## src/rtl/load_store_unit.sv

```systemverilog
// Load/store unit between the RV32 core result stage and a handshaked data bus.
// Formats byte/half/word stores and loads, stalls the core while an access is outstanding.
module load_store_unit #(
  parameter int unsigned TIMEOUT = 16
) (
  input  logic        clk,
  input  logic        reset,
  input  logic        i_req_valid,
  input  logic        i_req_we,
  input  logic [2:0]  i_req_funct3,
  input  logic [31:0] i_req_addr,
  input  logic [31:0] i_req_wdata,
  output logic        o_stall,
  output logic        o_rsp_valid,
  output logic [31:0] o_rsp_rdata,
  output logic        o_misaligned,
  output logic        o_bus_error,
  output logic        o_mem_valid,
  output logic        o_mem_we,
  output logic [31:0] o_mem_addr,
  output logic [3:0]  o_mem_wstrb,
  output logic [31:0] o_mem_wdata,
  input  logic        i_mem_ready,
  input  logic [31:0] i_mem_rdata
);

  localparam int unsigned CNT_W    = 8;
  localparam logic [CNT_W-1:0] CNT_LAST = CNT_W'(TIMEOUT - 1);

  typedef enum logic [1:0] {
    S_IDLE,
    S_REQ,
    S_RESP,
    S_ERR
  } state_t;

  state_t           r_state;
  logic [CNT_W-1:0] r_cnt;
  logic [2:0]       r_funct3;
  logic [1:0]       r_addr_lo;
  logic             r_we;
  logic [31:0]      r_addr;
  logic [3:0]       r_wstrb;
  logic [31:0]      r_wdata;
  logic             r_mem_valid;
  logic             r_rsp_valid;
  logic [31:0]      r_rsp_rdata;
  logic             r_misaligned;
  logic             r_bus_error;

  logic             w_misaligned;
  logic             w_illegal;
  logic [3:0]       w_wstrb;
  logic [31:0]      w_wdata;
  logic [7:0]       w_byte;
  logic [15:0]      w_half;
  logic [31:0]      w_load_data;

  // Request decode: alignment, legality and store lane formatting
  always_comb begin
    w_misaligned = 1'b0;
    w_illegal    = 1'b0;
    w_wstrb      = 4'b0000;
    w_wdata      = i_req_wdata;
    case (i_req_funct3)
      3'b000: begin
        w_wstrb = 4'b0001 << i_req_addr[1:0];
        w_wdata = {4{i_req_wdata[7:0]}};
      end
      3'b001: begin
        w_misaligned = i_req_addr[0];
        w_wstrb      = 4'b0011 << {i_req_addr[1], 1'b0};
        w_wdata      = {2{i_req_wdata[15:0]}};
      end
      3'b010: begin
        w_misaligned = |i_req_addr[1:0];
        w_wstrb      = 4'b1111;
      end
      3'b100: w_illegal = i_req_we;
      3'b101: begin
        w_misaligned = !i_req_we && i_req_addr[0];
        w_illegal    = i_req_we;
      end
      default: w_illegal = 1'b1;
    endcase
    if (!i_req_we) w_wstrb = 4'b0000;
  end

  // Load lane extraction and sign/zero extension from the captured access
  always_comb begin
    w_byte      = 8'(i_mem_rdata >> {r_addr_lo, 3'b000});
    w_half      = r_addr_lo[1] ? i_mem_rdata[31:16] : i_mem_rdata[15:0];
    w_load_data = i_mem_rdata;
    case (r_funct3)
      3'b000:  w_load_data = {{24{w_byte[7]}}, w_byte};
      3'b100:  w_load_data = {24'd0, w_byte};
      3'b001:  w_load_data = {{16{w_half[15]}}, w_half};
      3'b101:  w_load_data = {16'd0, w_half};
      default: w_load_data = i_mem_rdata;
    endcase
  end

  // The core must see the stall in the same cycle it presents the request
  assign o_stall = ((r_state == S_IDLE) && i_req_valid) || (r_state == S_REQ);

  always_ff @(posedge clk or posedge reset) begin
    if (reset) begin
      r_state      <= S_IDLE;
      r_cnt        <= '0;
      r_funct3     <= 3'd0;
      r_addr_lo    <= 2'd0;
      r_we         <= 1'b0;
      r_addr       <= 32'd0;
      r_wstrb      <= 4'd0;
      r_wdata      <= 32'd0;
      r_mem_valid  <= 1'b0;
      r_rsp_valid  <= 1'b0;
      r_rsp_rdata  <= 32'd0;
      r_misaligned <= 1'b0;
      r_bus_error  <= 1'b0;
    end else begin
      r_rsp_valid  <= 1'b0;
      r_misaligned <= 1'b0;
      r_bus_error  <= 1'b0;
      case (r_state)
        S_IDLE: begin
          if (i_req_valid) begin
            if (w_misaligned) begin
              r_state      <= S_ERR;
              r_rsp_valid  <= 1'b1;
              r_misaligned <= 1'b1;
              r_rsp_rdata  <= 32'd0;
            end else if (w_illegal) begin
              r_state     <= S_ERR;
              r_rsp_valid <= 1'b1;
              r_bus_error <= 1'b1;
              r_rsp_rdata <= 32'd0;
            end else begin
              r_state     <= S_REQ;
              r_cnt       <= '0;
              r_mem_valid <= 1'b1;
              r_we        <= i_req_we;
              r_funct3    <= i_req_funct3;
              r_addr_lo   <= i_req_addr[1:0];
              r_addr      <= {i_req_addr[31:2], 2'b00};
              r_wstrb     <= w_wstrb;
              r_wdata     <= w_wdata;
            end
          end
        end
        S_REQ: begin
          // A ready on the last allowed cycle still completes normally
          if (i_mem_ready) begin
            r_state     <= S_RESP;
            r_mem_valid <= 1'b0;
            r_rsp_valid <= 1'b1;
            r_rsp_rdata <= r_we ? 32'd0 : w_load_data;
          end else if (r_cnt == CNT_LAST) begin
            r_state     <= S_ERR;
            r_mem_valid <= 1'b0;
            r_rsp_valid <= 1'b1;
            r_bus_error <= 1'b1;
            r_rsp_rdata <= 32'd0;
          end else begin
            r_cnt <= r_cnt + 8'd1;
          end
        end
        S_RESP:  r_state <= S_IDLE;
        S_ERR:   r_state <= S_IDLE;
        default: r_state <= S_IDLE;
      endcase
    end
  end

  assign o_rsp_valid  = r_rsp_valid;
  assign o_rsp_rdata  = r_rsp_rdata;
  assign o_misaligned = r_misaligned;
  assign o_bus_error  = r_bus_error;
  assign o_mem_valid  = r_mem_valid;
  assign o_mem_we     = r_we;
  assign o_mem_addr   = r_addr;
  assign o_mem_wstrb  = r_wstrb;
  assign o_mem_wdata  = r_wdata;

endmodule

```

## config.mk

```make
export PLATFORM = sky130hd
export DESIGN_NAME = load_store_unit
export DESIGN_NICKNAME = d
export VERILOG_FILES = /design/src/rtl/load_store_unit.sv
export SDC_FILE = /design/constraint.sdc
export NUM_CORES = 1
export LEC_CHECK = 0
export ABC_AREA = 0
export ABC_CLOCK_PERIOD_IN_PS = 3600
export BUFFER_PORTS_ARGS = -buffer_cell sky130_fd_sc_hd__buf_4
export CORE_ASPECT_RATIO = 1.4
export CORE_UTILIZATION = 45
export DETAILED_ROUTE_END_ITERATION = 7
export PLACE_DENSITY = 0.77
export SETUP_SLACK_MARGIN = 0.4
export SYNTH_ARGS = -nofsm -noshare
export SYNTH_HDL_FRONTEND = slang
export SYNTH_SLANG_ARGS = --single-unit
```

## constraint.sdc

```tcl
create_clock -name clk -period 3.6 [get_ports clk]
set_input_delay 0.36 -clock clk [delete_from_list [all_inputs] [get_ports clk]]
set_output_delay 0.36 -clock clk [all_outputs]
set_load 0.02 [all_outputs]
```

# Word level (Yosys, flattened, before mapping)

Cells that the tools add are included.
W data, S select, Z words.

Bits in latches: 0
Memory bits (writable): 0
ROM bits: 0
Memories kept: 0
Flip-flop bits (word level): 118

Equal/unequal tests: 18
Multiply operators: 0
Div/mod/pow operators: 0
Magnitude comparators: 0
Reductions and logical operators: 17
Add/sub/neg operators: 1
Mux-type cells: 45
Shift-type cells: 3
Bitwise operators: 2

Operator list:

| operator              | count |
|---|---|
| $mux W32              | 6 |
| $pmux W32 S2          | 2 |
| $pmux W32 S4          | 1 |
| $mux W8               | 5 |
| $shr A32 B5 Y8        | 1 |
| $mux W1               | 16 |
| $mux W16              | 1 |
| $pmux W8 S2           | 1 |
| $eq A3 B3 Y1 const B  | 4 |
| $pmux W4 S3           | 1 |
| $mux W2               | 5 |
| $ne A2 B2 Y1 const B  | 5 |
| $add A8 B1 Y8 const B | 1 |
| $eq A8 B4 Y1 const B  | 1 |
| $pmux W1 S2           | 4 |
| $reduce_and A4 Y1     | 2 |
| $eq A3 B1 Y1 const B  | 2 |
| $logic_not A3 Y1      | 2 |
| $pmux W2 S3           | 1 |
| $reduce_and A6 Y1     | 1 |
| $reduce_or A2 Y1      | 3 |
| $reduce_and A5 Y1     | 1 |
| $eq A2 B2 Y1 const B  | 2 |
| $mux W4               | 1 |
| 15 further kinds      | 17 |

# Logic depth before layout (Yosys ltp)

Depth in word-level cells: 7
Depth in mapped cells: 7
Depth with buffers taken out: 5

# Worst setup path after synthesis

Ideal clock, no wire load.

Kind: input to register
Start: in i_req_funct3[0]
End: reg r_cnt[0]
Data required time: 3.475 ns
Stages on the path: 5
Library setup time: 0.125 ns
Path slack: 1.798 ns
Arrival: 1.677 ns
Cells stage by stage: buf_4 nor4_4 nor3_2 or3_4 mux2_4

Longest elaborated chain between the ends: 5

RTL lines:

| item                                                                  | line | RTL |
|---|---|---|
| from (decl)                                                           | 10   | `input logic [2:0] i_req_funct3,` |
| $eq A3 B1 Y1 (tied with other cells)                                  | 65   | `case (i_req_funct3)` |
| $reduce_or A3 Y1 (no line) / $reduce_or A2 Y1 (equally long branches) | --   |  |
| $pmux W1 S2                                                           | 65   |  |
| $ne A2 B2 Y1 (no line)                                                | --   |  |
| $reduce_and A6 Y1 (no line) (*)                                       | --   |  |
| to (signal assigned)                                                  | 165  | `r_cnt <= r_cnt + 8'd1;` |
| to (decl)                                                             | 38   | `logic [CNT_W-1:0] r_cnt;` |

Mark *: on every way between the ends. The rest lies on a longest branch, timed or not.
A chain may end at the register's enable or synchronous reset.

# Worst setup path in the final report

Start: reg r_addr_lo[1]
End: reg r_rsp_rdata[9] (netlist: o_rsp_rdata[9])

Longest elaborated chain between the ends: 5

RTL lines:

| item                                              | line   | RTL |
|---|---|---|
| from (decl)                                       | 40     | `logic [1:0] r_addr_lo;` |
| from (signal assigned)                            | 144    | `r_addr_lo <= i_req_addr[1:0];` |
| $shr A32 B5 Y8 / $mux W16 (equally long branches) | 91, 92 |  |
| $pmux W32 S4 (*)                                  | 94     | `case (r_funct3)` |
| $mux W32 (*)                                      | 157    | `r_rsp_rdata <= r_we ? 32'd0 : w_load_data;` |
| $mux W32 (*)                                      | 153    | `if (i_mem_ready) begin` |
| $pmux W32 S2 (*)                                  | 125    | `case (r_state)` |
| to (signal assigned)                              | 157    |  |
| to (decl)                                         | 47     | `logic [31:0] r_rsp_rdata;` |

Marked as above.

==> results.md <==
| Metric | Value |
| --- | --- |
| Die outline area | 13,200 µm² |
| Area of all sequential standard cells | 2953 µm² |
| Number of antenna violations at the first check in global routing | 0 |
| Filler-free cell count of the finished design | 946 |
| Die Span X | 97.40 µm |
| Largest net degree at the start of global routing | 95 |
| Post-CTS Setup Bufs | 0 |
| Antenna diode count | 0 |
| Final cell area excluding filler cells | 8048 µm² |
| Period utilisation layout | 61.91% |
| Comb pwr share | 41.3% |
| Post-route setup TNS | 0 ps |
| Max Cap Violations | 0 |
| Final core occ | 65.05% |
| Final-stage net count | 888 |
| Cell type with the highest aggregate area in the netlist | sky130_fd_sc_hd__dfrtp_1 |
| Number of design-rule violations left by the first detailed-router iteration | 212 |
| Critical path start-end classification | register to register |
| RSZ-0062 raised after global routing | false |
| Grt ovf | 0 |
| Synthesized-area fraction occupied by adder cells | 0.2182% |
| Yosys top cell area share | 51.51% |
| Number of synthesized register bits | 118 |
| Maximum vdd ir drop | 0.5447 mV |
| Clock insertion delay at the later pin of the skew report | 400 ps |
| Drt pass-1 iters | 4 |
| Placed standard-cell area | 7381 µm² |
| Final Hold Violating Endpoints | 0 |
| Worst hold slack | 143.6 ps |
| Total power | 7.142 mW |
| Crit. End Element | register |
| Clock tree from TritonCTS | yes |
| Run status | finished clean |
| Vias/cell | 5.469 |
| Most common flop cell mapped by yosys | sky130_fd_sc_hd__dfrtp_1 |
| Biggest area contributors in the synthesized netlist | sky130_fd_sc_hd__dfrtp_1 52%, sky130_fd_sc_hd__nand2_1 12%, sky130_fd_sc_hd__mux2i_1 5.1%, sky130_fd_sc_hd__o21ai_0 3.8%, sky130_fd_sc_hd__a32o_1 3.3% |
| Multi-input gate area in the final layout | 2545 µm² |
| Post-synthesis cell area | 5733 µm² |
| DRT antenna net count | 0 |
| Crit Path Max Fanout | 24 |
| Count of vias placed by the detailed router | 5,174 |
| Routed wirelength normalized by instance count | 16.46 µm |
| CTS Root Cell | sky130_fd_sc_hd__clkbuf_16 |
| Post-synthesis sequential area ratio | 51.51% |
| Number of standard cells after synthesis | 591 |
| Reg2reg start | r_addr_lo[1]$_DFFE_PP0P_ |
| Leakage power total | 4.026 nW |
| Inserted Clock Buffers | 17 |
| CTS Buffer Depth | 2 |
| Net Sw Frac | 38.27% |
| Post-synth ARST share | 100.0% |
| DRC errors left | 0 |
| Num Clock Sinks | 118 |
| Overall die height | 135.6 µm |
| Relative max-transition margin | 31.08% |
| Area growth from synthesis to final layout | 40.38% |
| Final estimated routing congestion in global placement | 0.8314 |
| Compound-Gate Fraction of Synth Area | 15.84% |
| Time the final worst path needs with I/O delays and setup | 2229 ps |
| Total of endpoints with negative setup slack in the final report | 0 |
| Post-CTS clock slew at the launch and capture registers of the worst setup and hold paths | 60 ps |
| Via count of the first global-routing pass | 5,171 |
| Number of distinct library cell variants in the gate-level netlist after synthesis | 55 |
| Launch point of the worst path | r_addr_lo[1]$_DFFE_PP0P_ |
| Worst slack at placement | 1403 ps |
| Inst Count DP | 913 |
| Data arrival time of the critical path | 2500 ps |
| Buffers added on ports | 207 |
| Share of total power in sequential cells | 32.6% |
| Share of cells above drive strength 1 | 33.29% |
| Kind of path behind the tightest hold check | input port to register |
| Global router's overall resource usage | 24.06% |
| Main combinational cell family by area after synthesis | simple AND/OR/NAND/NOR gates |
| Number of filler instances in the final layout | 996 |
| Average cell area after synthesis | 9.701 µm² |
| Worst path setup slack after routing | 1371 ps |
| Number of levels in the clock H-tree | 4 |
| Synthesized-area fraction occupied by and/or/nand/nor cells | 19.93% |
| Critical path startpoint category | register |
| Initial Util | 46.34% |
| Min-delay src | i_req_addr[27] |
| Switching power | 2.733 mW |
| Least-Margin Pin Slew | 1033 ps |
| HPWL Detailed | 11,080 µm |
| FP Rows | 48 |
| Share of power burned in the clock network | 26.1% |
| Cell Int Power | 4.409 mW |
| PD cells | 887.5 nW/µm² |
| Fraction of synthesized area in multiplexers | 7.944% |
| Wire length of the first global-routing pass | 25,540 µm |
| WL final | 15,570 µm |
| Total count of max-transition violations in the final report | 0 |
| Worst Clk Skew | 8.840 ps |
| F_max | 448.7 MHz |
| Required time of the critical path | 3870 ps |
| Xor and xnor area share after synthesis | 0% |
| IO Pins | 210 |
| Placeable core region | 12,370 µm² |
| Yosys warns | 0 |
| Number of synthesized flops with an enable pin | 0 |
-- power by group through the flow --
| stage | combinational [mW] | sequential [mW] | clock (mW) |
|---|---|---|---|
| finish | 2.95 | 2.33 | 1.86 |
| global route | 3.20 | 2.40 | 1.96 |
| CTS | 2.97 | 2.33 | 1.89 |
| detailed placement | 2.96 | 2.33 | 0 |
| global placement | 2.88 | 2.31 | 0 |
| floorplan | 1.26 | 2.78 | 0 |
-- synth_stat cells, types with 2 or more instances --
library cell	count
sky130_fd_sc_hd__nand2_1	176
sky130_fd_sc_hd__dfrtp_1	118
sky130_fd_sc_hd__o21ai_0	43
sky130_fd_sc_hd__mux2i_1	29
sky130_fd_sc_hd__nand2b_1	28
sky130_fd_sc_hd__buf_2	23
sky130_fd_sc_hd__a32o_1	19
sky130_fd_sc_hd__clkbuf_1	17
sky130_fd_sc_hd__inv_1	14
sky130_fd_sc_hd__nor2_1	14
sky130_fd_sc_hd__o2bb2ai_1	12
sky130_fd_sc_hd__a21oi_1	8
sky130_fd_sc_hd__a221o_1	5
sky130_fd_sc_hd__a221oi_1	5
sky130_fd_sc_hd__mux4_2	5
sky130_fd_sc_hd__nor3_1	5
sky130_fd_sc_hd__o22ai_1	5
sky130_fd_sc_hd__a22o_1	4
sky130_fd_sc_hd__nor2b_1	4
sky130_fd_sc_hd__a211o_1	3
sky130_fd_sc_hd__a211oi_1	3
sky130_fd_sc_hd__a21o_1	3
sky130_fd_sc_hd__and3_1	3
sky130_fd_sc_hd__buf_4	3
sky130_fd_sc_hd__nor3b_1	3
sky130_fd_sc_hd__nor4_1	3
sky130_fd_sc_hd__o221ai_1	3
sky130_fd_sc_hd__mux2_2	2
sky130_fd_sc_hd__mux2_4	2
sky130_fd_sc_hd__nand3_1	2
sky130_fd_sc_hd__nor3_2	2
sky130_fd_sc_hd__nor4b_1	2
-- cells in the final DEF, fill, tap and decap left out, types with 2 or more instances in the layout --
cell type                    netlist  layout
sky130_fd_sc_hd__buf_4             3     213
sky130_fd_sc_hd__nand2_1         176     176
sky130_fd_sc_hd__dfrtp_1         118     118
sky130_fd_sc_hd__o21ai_0          43      43
sky130_fd_sc_hd__mux2i_1          29      29
sky130_fd_sc_hd__nand2b_1         28      28
sky130_fd_sc_hd__a32o_1           19      19
sky130_fd_sc_hd__clkbuf_16         0      17
sky130_fd_sc_hd__inv_1            14      13
sky130_fd_sc_hd__nor2_1           14      13
sky130_fd_sc_hd__o2bb2ai_1        12      12
sky130_fd_sc_hd__a21oi_1           8       8
sky130_fd_sc_hd__mux4_2            5       5
sky130_fd_sc_hd__nor3_1            5       5
sky130_fd_sc_hd__o22ai_1           5       5
sky130_fd_sc_hd__a221o_1           5       5
sky130_fd_sc_hd__a221oi_1          5       5
sky130_fd_sc_hd__bufinv_16         0       5
sky130_fd_sc_hd__clkinvlp_4        0       4
sky130_fd_sc_hd__nor2b_1           4       4
sky130_fd_sc_hd__a22o_1            4       4
sky130_fd_sc_hd__a21o_1            3       3
sky130_fd_sc_hd__nor4_1            3       3
sky130_fd_sc_hd__and3_1            3       3
sky130_fd_sc_hd__a211o_1           3       3
sky130_fd_sc_hd__o221ai_1          3       3
sky130_fd_sc_hd__a211oi_1          3       3
sky130_fd_sc_hd__nor3b_1           3       2
sky130_fd_sc_hd__nor3_2            2       2
sky130_fd_sc_hd__mux2_4            2       2
sky130_fd_sc_hd__nor4b_1           2       2
sky130_fd_sc_hd__mux2_2            2       2
sky130_fd_sc_hd__nand3_1           2       2
sky130_fd_sc_hd__conb_1            1       2
sky130_fd_sc_hd__clkinv_2          0       2
sky130_fd_sc_hd__clkbuf_8          0       2
sky130_fd_sc_hd__clkinv_4          0       2
sky130_fd_sc_hd__buf_12            0       2
-- timing repair --
action                    CTS  global route
hold endpoints to repair    9             0
hold buffers                1             0
resized for setup           0             0
-- path summary, 6_finish.rpt --
kind	depth (start not counted)	slack, ps	to
setup / recovery	4	1370	o_rsp_rdata[9]$_DFFE_PP0P_
hold / removal	3	140	o_mem_addr[27]$_DFFE_PP0P_
setup reg to reg	4	1370	o_rsp_rdata[9]$_DFFE_PP0P_
hold reg to reg	2	470	o_mem_wdata[4]$_DFFE_PP0P_
max in group asynchronous	4	2300	o_rsp_valid$_DFF_PP0_
min in group asynchronous	3	470	o_rsp_rdata[3]$_DFFE_PP0P_
-- critical path, stage by stage (launching register included) --
cell and delay (ps):
sky130_fd_sc_hd__dfrtp_1 860, sky130_fd_sc_hd__mux4_2 630, sky130_fd_sc_hd__and3b_1 250, sky130_fd_sc_hd__a221oi_1 250, sky130_fd_sc_hd__o2bb2ai_1 110
-- cell families after synthesis --
group / count (synthesis)
AND/OR/NAND/NOR: 252
adder cells (fa/ha/maj): 1
AO/OA/AOI/OAI: 123
multiplexers: 38
buffers and inverters: 58
flip-flops: 118
other: 1
-- flip-flops by register name, summed over array words and instances (netlist names) --
signal / cells
o_rsp_rdata: 32
o_bus_error: 1
o_mem_wstrb: 4
o_mem_valid: 1
o_mem_we: 1
o_mem_wdata: 32
r_addr_lo: 2
o_misaligned: 1
r_state: 2
o_rsp_valid: 1
r_funct3: 3
r_cnt: 8
o_mem_addr: 30
-- cell type report --
| class | count | share of cell area [%] |
|---|---|---|
| Tap cell | 150 | 2.332 |
| Timing Repair Buffer | 216 | 20.49 |
| Clock buffer | 20 | 5.675 |
| Sequential cell | 118 | 36.69 |
| Inverter | 14 | 0.6996 |
| Clock inverter | 12 | 2.488 |
| Multi-Input combinational cell | 416 | 31.62 |
-- metal layers --
metal | part of all wire (%) | track usage, %
met1 | 40 | 29.68
met2 | 49 | 38.73
met3 | 8.0 | 7.534
met4 | 3.0 | 10.95
met5 | 0 | 0
No activity file was read; power rests on OpenSTA's default activity.
